**config.mk**
```make
export PLATFORM = sky130hd
export DESIGN_NAME = mem_stage_lsu
export DESIGN_NICKNAME = d
export VERILOG_FILES = /design/src/rtl/mem_stage_lsu.sv
export SDC_FILE = /design/constraint.sdc
export NUM_CORES = 1
export LEC_CHECK = 0
export BUFFER_PORTS_ARGS = -buffer_cell sky130_fd_sc_hd__buf_2
export CORE_UTILIZATION = 49
export CTS_CLUSTER_SIZE = 24
export DETAILED_ROUTE_END_ITERATION = 10
export GPL_TIMING_DRIVEN = 0
export PLACE_DENSITY = 0.81
export SETUP_SLACK_MARGIN = 0.5
export SYNTH_ARGS = -nofsm -noshare
export SYNTH_HDL_FRONTEND = slang
export SYNTH_SLANG_ARGS = --single-unit
```
**constraint.sdc**
```tcl
create_clock -name clk -period 2.55 [get_ports clk]
set_input_delay 0.51 -clock clk [delete_from_list [all_inputs] [get_ports clk]]
set_output_delay 0.51 -clock clk [all_outputs]
set_load 0.02 [all_outputs]
```
**src/rtl/mem_stage_lsu.sv**
```systemverilog
// M-stage load/store unit: one handshaked word-bus transaction per access,
// with lane steering for stores, load extension, fault and timeout flags.
module mem_stage_lsu #(
  parameter int TIMEOUT = 16
) (
  input  logic        clk,
  input  logic        rst_n,
  input  logic        M_mem_re,
  input  logic        M_mem_we,
  input  logic [2:0]  M_funct3,
  input  logic [31:0] M_alu_o,
  input  logic [31:0] M_rf_wd,
  output logic [31:0] M_dm_rd,
  output logic        M_stall,
  output logic        M_fault,
  output logic        M_bus_err,
  output logic        bus_req,
  output logic        bus_we,
  output logic [31:0] bus_addr,
  output logic [31:0] bus_wdata,
  output logic [3:0]  bus_be,
  input  logic        bus_ack,
  input  logic [31:0] bus_rdata
);

  localparam int CW = $clog2(TIMEOUT + 1);

  typedef enum logic [1:0] {IDLE, BUSY, DONE} state_t;

  state_t        state_q, state_d;
  logic [CW-1:0] cnt_q, cnt_d;
  logic          bus_req_q, bus_req_d;
  logic          bus_we_q, bus_we_d;
  logic [31:0]   bus_addr_q, bus_addr_d;
  logic [31:0]   bus_wdata_q, bus_wdata_d;
  logic [3:0]    bus_be_q, bus_be_d;
  logic [31:0]   dm_rd_q, dm_rd_d;
  logic          fault_q, fault_d;
  logic          bus_err_q, bus_err_d;
  logic [2:0]    funct3_q, funct3_d;
  logic [1:0]    lane_q, lane_d;

  logic          access;
  logic          illegal;
  logic          fault;
  logic          ack;
  logic [3:0]    be_new;
  logic [31:0]   wdata_new;

  function automatic logic [31:0] fmt_load(input logic [2:0]  f3,
                                           input logic [1:0]  lane,
                                           input logic [31:0] w);
    logic [31:0] shifted;
    logic [7:0]  b;
    logic [15:0] h;
    shifted = w >> {lane, 3'b000};
    b = shifted[7:0];
    h = lane[1] ? w[31:16] : w[15:0];
    case (f3)
      3'b000:  fmt_load = {{24{b[7]}}, b};
      3'b001:  fmt_load = {{16{h[15]}}, h};
      3'b100:  fmt_load = {24'h0, b};
      3'b101:  fmt_load = {16'h0, h};
      default: fmt_load = w;
    endcase
  endfunction

  // Decode the M-stage request: legality, byte enables and replicated store data.
  always_comb begin
    access = M_mem_re | M_mem_we;
    case (M_funct3)
      3'b000, 3'b001, 3'b010: illegal = 1'b0;
      3'b100, 3'b101:         illegal = M_mem_we;
      default:                illegal = 1'b1;
    endcase
    fault = (M_mem_re & M_mem_we) | illegal
          | ((M_funct3[1:0] == 2'b01) & M_alu_o[0])
          | ((M_funct3[1:0] == 2'b10) & (M_alu_o[1:0] != 2'b00));

    case (M_funct3[1:0])
      2'b00:   be_new = 4'b0001 << M_alu_o[1:0];
      2'b01:   be_new = 4'b0011 << {M_alu_o[1], 1'b0};
      default: be_new = 4'b1111;
    endcase

    if (!M_mem_we) begin
      wdata_new = 32'h0;
    end else begin
      case (M_funct3[1:0])
        2'b00:   wdata_new = {4{M_rf_wd[7:0]}};
        2'b01:   wdata_new = {2{M_rf_wd[15:0]}};
        default: wdata_new = M_rf_wd;
      endcase
    end
  end

  // An ack only counts while a request is actually on the bus.
  assign ack = bus_ack & bus_req_q;

  always_comb begin
    state_d     = state_q;
    cnt_d       = cnt_q;
    bus_req_d   = bus_req_q;
    bus_we_d    = bus_we_q;
    bus_addr_d  = bus_addr_q;
    bus_wdata_d = bus_wdata_q;
    bus_be_d    = bus_be_q;
    dm_rd_d     = dm_rd_q;
    funct3_d    = funct3_q;
    lane_d      = lane_q;
    fault_d     = 1'b0;
    bus_err_d   = 1'b0;
    M_stall     = 1'b0;

    case (state_q)
      IDLE: begin
        cnt_d = '0;
        if (access) begin
          if (fault) begin
            fault_d = 1'b1;
          end else begin
            bus_req_d   = 1'b1;
            bus_we_d    = M_mem_we;
            bus_addr_d  = {M_alu_o[31:2], 2'b00};
            bus_wdata_d = wdata_new;
            bus_be_d    = be_new;
            funct3_d    = M_funct3;
            lane_d      = M_alu_o[1:0];
            M_stall     = 1'b1;
            state_d     = BUSY;
          end
        end
      end
      BUSY: begin
        M_stall = 1'b1;
        cnt_d   = cnt_q + 1'b1;
        if (ack) begin
          bus_req_d = 1'b0;
          if (!bus_we_q) begin
            dm_rd_d = fmt_load(funct3_q, lane_q, bus_rdata);
          end
          state_d = DONE;
        end else if (cnt_q == CW'(TIMEOUT - 1)) begin
          bus_req_d = 1'b0;
          bus_err_d = 1'b1;
          if (!bus_we_q) begin
            dm_rd_d = 32'h0;
          end
          state_d = DONE;
        end
      end
      DONE: begin
        cnt_d   = '0;
        state_d = IDLE;
      end
      default: begin
        cnt_d     = '0;
        bus_req_d = 1'b0;
        state_d   = IDLE;
      end
    endcase
  end

  always_ff @(posedge clk or negedge rst_n) begin
    if (!rst_n) begin
      state_q     <= IDLE;
      cnt_q       <= '0;
      bus_req_q   <= 1'b0;
      bus_we_q    <= 1'b0;
      bus_addr_q  <= 32'h0;
      bus_wdata_q <= 32'h0;
      bus_be_q    <= 4'h0;
      dm_rd_q     <= 32'h0;
      fault_q     <= 1'b0;
      bus_err_q   <= 1'b0;
      funct3_q    <= 3'b000;
      lane_q      <= 2'b00;
    end else begin
      state_q     <= state_d;
      cnt_q       <= cnt_d;
      bus_req_q   <= bus_req_d;
      bus_we_q    <= bus_we_d;
      bus_addr_q  <= bus_addr_d;
      bus_wdata_q <= bus_wdata_d;
      bus_be_q    <= bus_be_d;
      dm_rd_q     <= dm_rd_d;
      fault_q     <= fault_d;
      bus_err_q   <= bus_err_d;
      funct3_q    <= funct3_d;
      lane_q      <= lane_d;
    end
  end

  assign M_dm_rd   = dm_rd_q;
  assign M_fault   = fault_q;
  assign M_bus_err = bus_err_q;
  assign bus_req   = bus_req_q;
  assign bus_we    = bus_we_q;
  assign bus_addr  = bus_addr_q;
  assign bus_wdata = bus_wdata_q;
  assign bus_be    = bus_be_q;

endmodule

```
==> flow_results.xml <==
<?xml version="1.0" encoding="UTF-8"?>
<metrics>
  <group name="floorplan">
    <metric name="placementRows" unit="">37</metric>
    <metric name="die_width" unit="microns">106.4</metric>
    <metric name="core-area" unit="sq um">10460</metric>
    <metric name="die_area" unit="sq um">11320</metric>
    <metric name="die-height" unit="microns">106.4</metric>
    <metric name="floorplan.io_pins" unit="">209</metric>
    <metric name="initial_utilization" unit="%">51.05</metric>
  </group>
  <group name="worst_setup_path">
    <metric name="cell_breakdown_of_the_critical_path" unit="">ha_2 &gt; and3_4 &gt; ha_4 &gt; a21oi_4 &gt; or3_4 &gt; buf_8 &gt; clkbuf_16 &gt; a221o_1</metric>
    <metric name="crit_buf_inv" unit="">2</metric>
    <metric name="cp_data_required_time" unit="ps">2930</metric>
    <metric name="worstSetupEndpointType" unit="">register</metric>
    <metric name="arrival" unit="ps">2400</metric>
    <metric name="critPathLaunchType" unit="">register</metric>
    <metric name="timing.critical_path.fanout_max" unit="">6</metric>
    <metric name="critPathMaxStageDelay" unit="ps">360</metric>
    <metric name="crit_type" unit="">reg2reg</metric>
    <metric name="cpMaxStageDelayCell" unit="">sky130_fd_sc_hd__dfrtp_1</metric>
    <metric name="path_delay_family" unit="">simple AND/OR/NAND/NOR gates</metric>
  </group>
  <group name="sta">
    <metric name="setup_tns" unit="ps">0</metric>
    <metric name="final-max-slew-violation-count" unit="">0</metric>
    <metric name="tightestPinTransition" unit="ps">697.6</metric>
    <metric name="rsz0062_at_grt" unit="">false</metric>
    <metric name="achievable-frequency" unit="GHz">0.4949</metric>
    <metric name="timing.clock.skew" unit="ps">5.254</metric>
    <metric name="max-slew-margin-rel" unit="%">53.50</metric>
    <metric name="period_minus_slack" unit="ps">2020</metric>
    <metric name="final_hold_vio_count" unit="">0</metric>
    <metric name="setup-violations-final" unit="">0</metric>
    <metric name="min_period_over_period" unit="%">79.23</metric>
  </group>
  <group name="yosys">
    <metric name="post_synth.cell_area_avg" unit="sq um">11.34</metric>
    <metric name="synth_xor_area_share" unit="%">0.3279</metric>
    <metric name="ys_seq_area_share" unit="%">53.41</metric>
    <metric name="yosysUniqueCellTypes" unit="">36</metric>
    <metric name="async_reset_ff_share" unit="%">100.0</metric>
    <metric name="post_synth_and_or_nand_nor_area_fraction" unit="%">6.770</metric>
    <metric name="synth_top_cells_by_area" unit="">sky130_fd_sc_hd__dfrtp_1 (53%), sky130_fd_sc_hd__mux2_2 (13%), sky130_fd_sc_hd__mux2i_1 (6.6%)</metric>
    <metric name="ys_warn_count" unit="">0</metric>
    <metric name="syn_inst" unit="">471</metric>
    <metric name="synth_flop_cell" unit="">sky130_fd_sc_hd__dfrtp_1</metric>
    <metric name="synth_fa_ha_area_share" unit="%">0.4685</metric>
    <metric name="yosys.area.top_type" unit="">sky130_fd_sc_hd__dfrtp_1</metric>
    <metric name="synth_top_family_by_area" unit="">multiplexers</metric>
    <metric name="synth_compound_gate_area_share" unit="%">13.59</metric>
    <metric name="synthMuxAreaShare" unit="%">20.05</metric>
    <metric name="netlist_area" unit="sq um">5341</metric>
    <metric name="yosys_register_bits" unit="">114</metric>
    <metric name="synth_edf_count" unit="">0</metric>
    <metric name="synth.top_cell.area_share" unit="%">53.41</metric>
  </group>
  <group name="flow_run">
    <metric name="max_cap_violations" unit="">0</metric>
  </group>
  <group name="global_routing">
    <metric name="grt_pass1_vias" unit="">4799</metric>
    <metric name="grt_start_max_net_pins" unit="">65</metric>
    <metric name="globalRouteTotalUtil" unit="%">26.96</metric>
    <metric name="total_global_routing_overflow" unit="">0</metric>
    <metric name="grt_pass1_wl" unit="mm">23.45</metric>
    <metric name="antenna_found_initial" unit="">0</metric>
  </group>
  <group name="pwr">
    <metric name="cellLeakagePower" unit="nW">3.764</metric>
    <metric name="power_density" unit="nW/um^2">1262</metric>
    <metric name="fin_total_pwr" unit="mW">9.367</metric>
    <metric name="vdd_drop_max" unit="uV">688.5</metric>
  </group>
  <group name="place">
    <metric name="routabilityCongestion" unit="">0.9236</metric>
    <metric name="post-place-cells" unit="">814</metric>
    <metric name="detailed_place_hpwl" unit="mm">10.76</metric>
    <metric name="port_buffers" unit="">205</metric>
  </group>
  <group name="final_layout">
    <metric name="multiInputGateArea" unit="sq um">2282</metric>
    <metric name="num-fill-cells" unit="">787</metric>
    <metric name="post_route_cells_drive_above_1_share" unit="%">48.49</metric>
    <metric name="layout.cells.non_filler" unit="">864</metric>
    <metric name="n_antenna_cell" unit="">0</metric>
    <metric name="num-nets-final" unit="">821</metric>
    <metric name="syn2layout_area_growth" unit="%">38.93</metric>
    <metric name="utilization" unit="%">70.93</metric>
    <metric name="seq_area" unit="sq um">2853</metric>
  </group>
  <group name="outcome">
    <metric name="run_status" unit="">completed</metric>
  </group>
  <group name="detailed_routing">
    <metric name="drt_iter0_drc" unit="">227</metric>
    <metric name="routed_wire_length_per_instance" unit="microns">17.27</metric>
    <metric name="drc" unit="">0</metric>
    <metric name="dr_total_vias" unit="">4712</metric>
    <metric name="post_drt_via_cell_ratio" unit="">5.454</metric>
    <metric name="drt.antenna.violating_nets" unit="">0</metric>
    <metric name="drt-pass1-iter-count" unit="">5</metric>
    <metric name="drt_wl_total" unit="mm">14.92</metric>
  </group>
  <group name="clocking">
    <metric name="post_cts_hold_buffer_count" unit="">0</metric>
    <metric name="number_of_buffers_added_by_the_clock_tree_synthesis_step" unit="">17</metric>
    <metric name="cts-root-buf" unit="">sky130_fd_sc_hd__clkbuf_8</metric>
    <metric name="cts.sink_count" unit="">114</metric>
    <metric name="clk_path_buf_depth" unit="">2</metric>
    <metric name="clkTransAtPathRegs" unit="ps">60</metric>
    <metric name="ctsHtreeMaxLevel" unit="">4</metric>
    <metric name="insertion_delay" unit="ps">510</metric>
    <metric name="cts_tree" unit="">done</metric>
  </group>
  <group name="min_path">
    <metric name="timing.hold.worst.class" unit="">in2async</metric>
  </group>
</metrics>
==> layer usage <==
metal  up-vias  global-route usage [%]  wire length [microns]
met1      2285                   32.96                   6042
li1       2145                       -                      -
met3        35                   7.296                   1249
met4         0                   13.29                    449
met5         -                       0                      0
met2       247                   43.97                   7176
==> cells by family after synthesis <==
logic type               after synthesis
flip-flops                           114
AO/OA/AOI/OAI                        104
multiplexers                          99
AND/OR/NAND/NOR                       81
buffers and inverters                 68
adder cells (fa/ha/maj)                2
XOR/XNOR                               2
other                                  1
==> registers in the layout (all words and copies together), names as in the netlist <==
| name | count |
|---|---|
| M_dm_rd | 32 |
| bus_wdata | 32 |
| bus_addr | 30 |
| cnt_q | 5 |
| bus_be | 4 |
| funct3_q | 3 |
| lane_q | 2 |
| state_q | 2 |
| M_bus_err | 1 |
| M_fault | 1 |
| bus_req | 1 |
| bus_we | 1 |
==> worst register-to-register path, delay by kind of cell (launching register included) <==
kind	cells	cell delay (ps)
DFF	1	360
and+or+nand+nor	2	530
adders and majority gates	2	340
AOI/OAI and AO/OA	2	380
buffers and inverters	2	300
==> layout make-up <==
class / instances / area share [%]
buffer: 35 / 3.119
clock buffer: 18 / 5.631
clock inverter: 14 / 1.888
inverter: 33 / 1.669
multi-input combinational: 290 / 30.75
sequential: 114 / 38.44
tap: 136 / 2.293
timing repair buffer: 224 / 16.20
==> cell usage in the layout (no fill, tap or decap), types with 2 or more instances in the layout <==
| master | Yosys | routed |
|---|---|---|
| sky130_fd_sc_hd__buf_2 | 11 | 209 |
| sky130_fd_sc_hd__dfrtp_1 | 114 | 114 |
| sky130_fd_sc_hd__mux2_2 | 64 | 64 |
| sky130_fd_sc_hd__nand2_1 | 41 | 41 |
| sky130_fd_sc_hd__mux2i_1 | 35 | 35 |
| sky130_fd_sc_hd__inv_1 | 33 | 33 |
| sky130_fd_sc_hd__o21ai_0 | 26 | 25 |
| sky130_fd_sc_hd__buf_4 | 2 | 23 |
| sky130_fd_sc_hd__a21oi_1 | 21 | 19 |
| sky130_fd_sc_hd__clkbuf_16 | 0 | 17 |
| sky130_fd_sc_hd__nor2_1 | 17 | 16 |
| sky130_fd_sc_hd__a221o_1 | 16 | 16 |
| sky130_fd_sc_hd__clkbuf_1 | 17 | 12 |
| sky130_fd_sc_hd__nor2b_1 | 9 | 9 |
| sky130_fd_sc_hd__o31ai_1 | 9 | 8 |
| sky130_fd_sc_hd__a21boi_0 | 8 | 8 |
| sky130_fd_sc_hd__a22o_1 | 8 | 8 |
| sky130_fd_sc_hd__o22ai_1 | 7 | 7 |
| sky130_fd_sc_hd__clkinv_2 | 0 | 5 |
| sky130_fd_sc_hd__clkinvlp_4 | 0 | 5 |
| sky130_fd_sc_hd__nand2b_1 | 4 | 4 |
| sky130_fd_sc_hd__clkbuf_2 | 0 | 3 |
| sky130_fd_sc_hd__a21o_1 | 3 | 3 |
| sky130_fd_sc_hd__buf_1 | 4 | 3 |
| sky130_fd_sc_hd__clkbuf_8 | 0 | 3 |
| sky130_fd_sc_hd__and3_4 | 0 | 2 |
| sky130_fd_sc_hd__buf_6 | 1 | 2 |
| sky130_fd_sc_hd__nand3_1 | 2 | 2 |
| sky130_fd_sc_hd__clkbuf_4 | 0 | 2 |
| sky130_fd_sc_hd__o21bai_1 | 2 | 2 |
| sky130_fd_sc_hd__or3_4 | 0 | 2 |
| sky130_fd_sc_hd__buf_8 | 0 | 2 |
| sky130_fd_sc_hd__conb_1 | 1 | 2 |
| sky130_fd_sc_hd__bufinv_16 | 0 | 2 |
==> where the power goes <==
part           switching [mW]  total, mW  internal, mW
Sequential              0.480       3.14          2.66
Combinational            2.34       4.00          1.66
Clock                   0.849       2.23          1.38
Total                    3.67       9.37          5.70
==> final timing paths <==
check                               end  slack [ps]  cells after the start         from
max reg2reg                 M_dm_rd[20]         530                      8     cnt_q[1]
min reg2reg                  M_dm_rd[2]         470                      2   M_dm_rd[2]
max                         M_dm_rd[20]         530                      8     cnt_q[1]
min                          M_dm_rd[4]          40                      1        rst_n
max in group asynchronous        bus_we        1760                      2        rst_n
min in group clk           bus_addr[19]         230                      2  M_alu_o[19]
==> synth_stat cells, drive strengths merged, types with 3 or more instances <==
cell type / count
a21boi: 8
a21o: 3
a21oi: 21
a221o: 16
a22o: 8
and3: 3
buf: 18
clkbuf: 17
dfrtp: 114
inv: 33
mux2: 64
mux2i: 35
nand2: 41
nand2b: 4
nor2: 17
nor2b: 9
o21ai: 26
o22ai: 7
o31ai: 9
==> metrics by stage <==
step / setup WS (ps) / hold slack [ps] / area (sq um)
detailed placement: -12.23 / 462.9 / 6574
finish: 529.5 / 36.96 / 7421
floorplan: 476.1 / 214.4 / 5348
global route: 489.9 / 80.61 / 7421
CTS: 482.5 / 52.07 / 7297
global placement: -311.3 / 446.0 / 6544
==> what timing repair did <==
| action | 4_1_cts | 5_1_grt |
|---|---|---|
| buffers inserted | 7 | 10 |
| setup endpoints to repair | 33 | 57 |
| cloned | 1 | 0 |
| pin swaps | 7 | 9 |
| gates resized for setup | 25 | 17 |
Note: power is estimated with default switching activity, not from simulation.
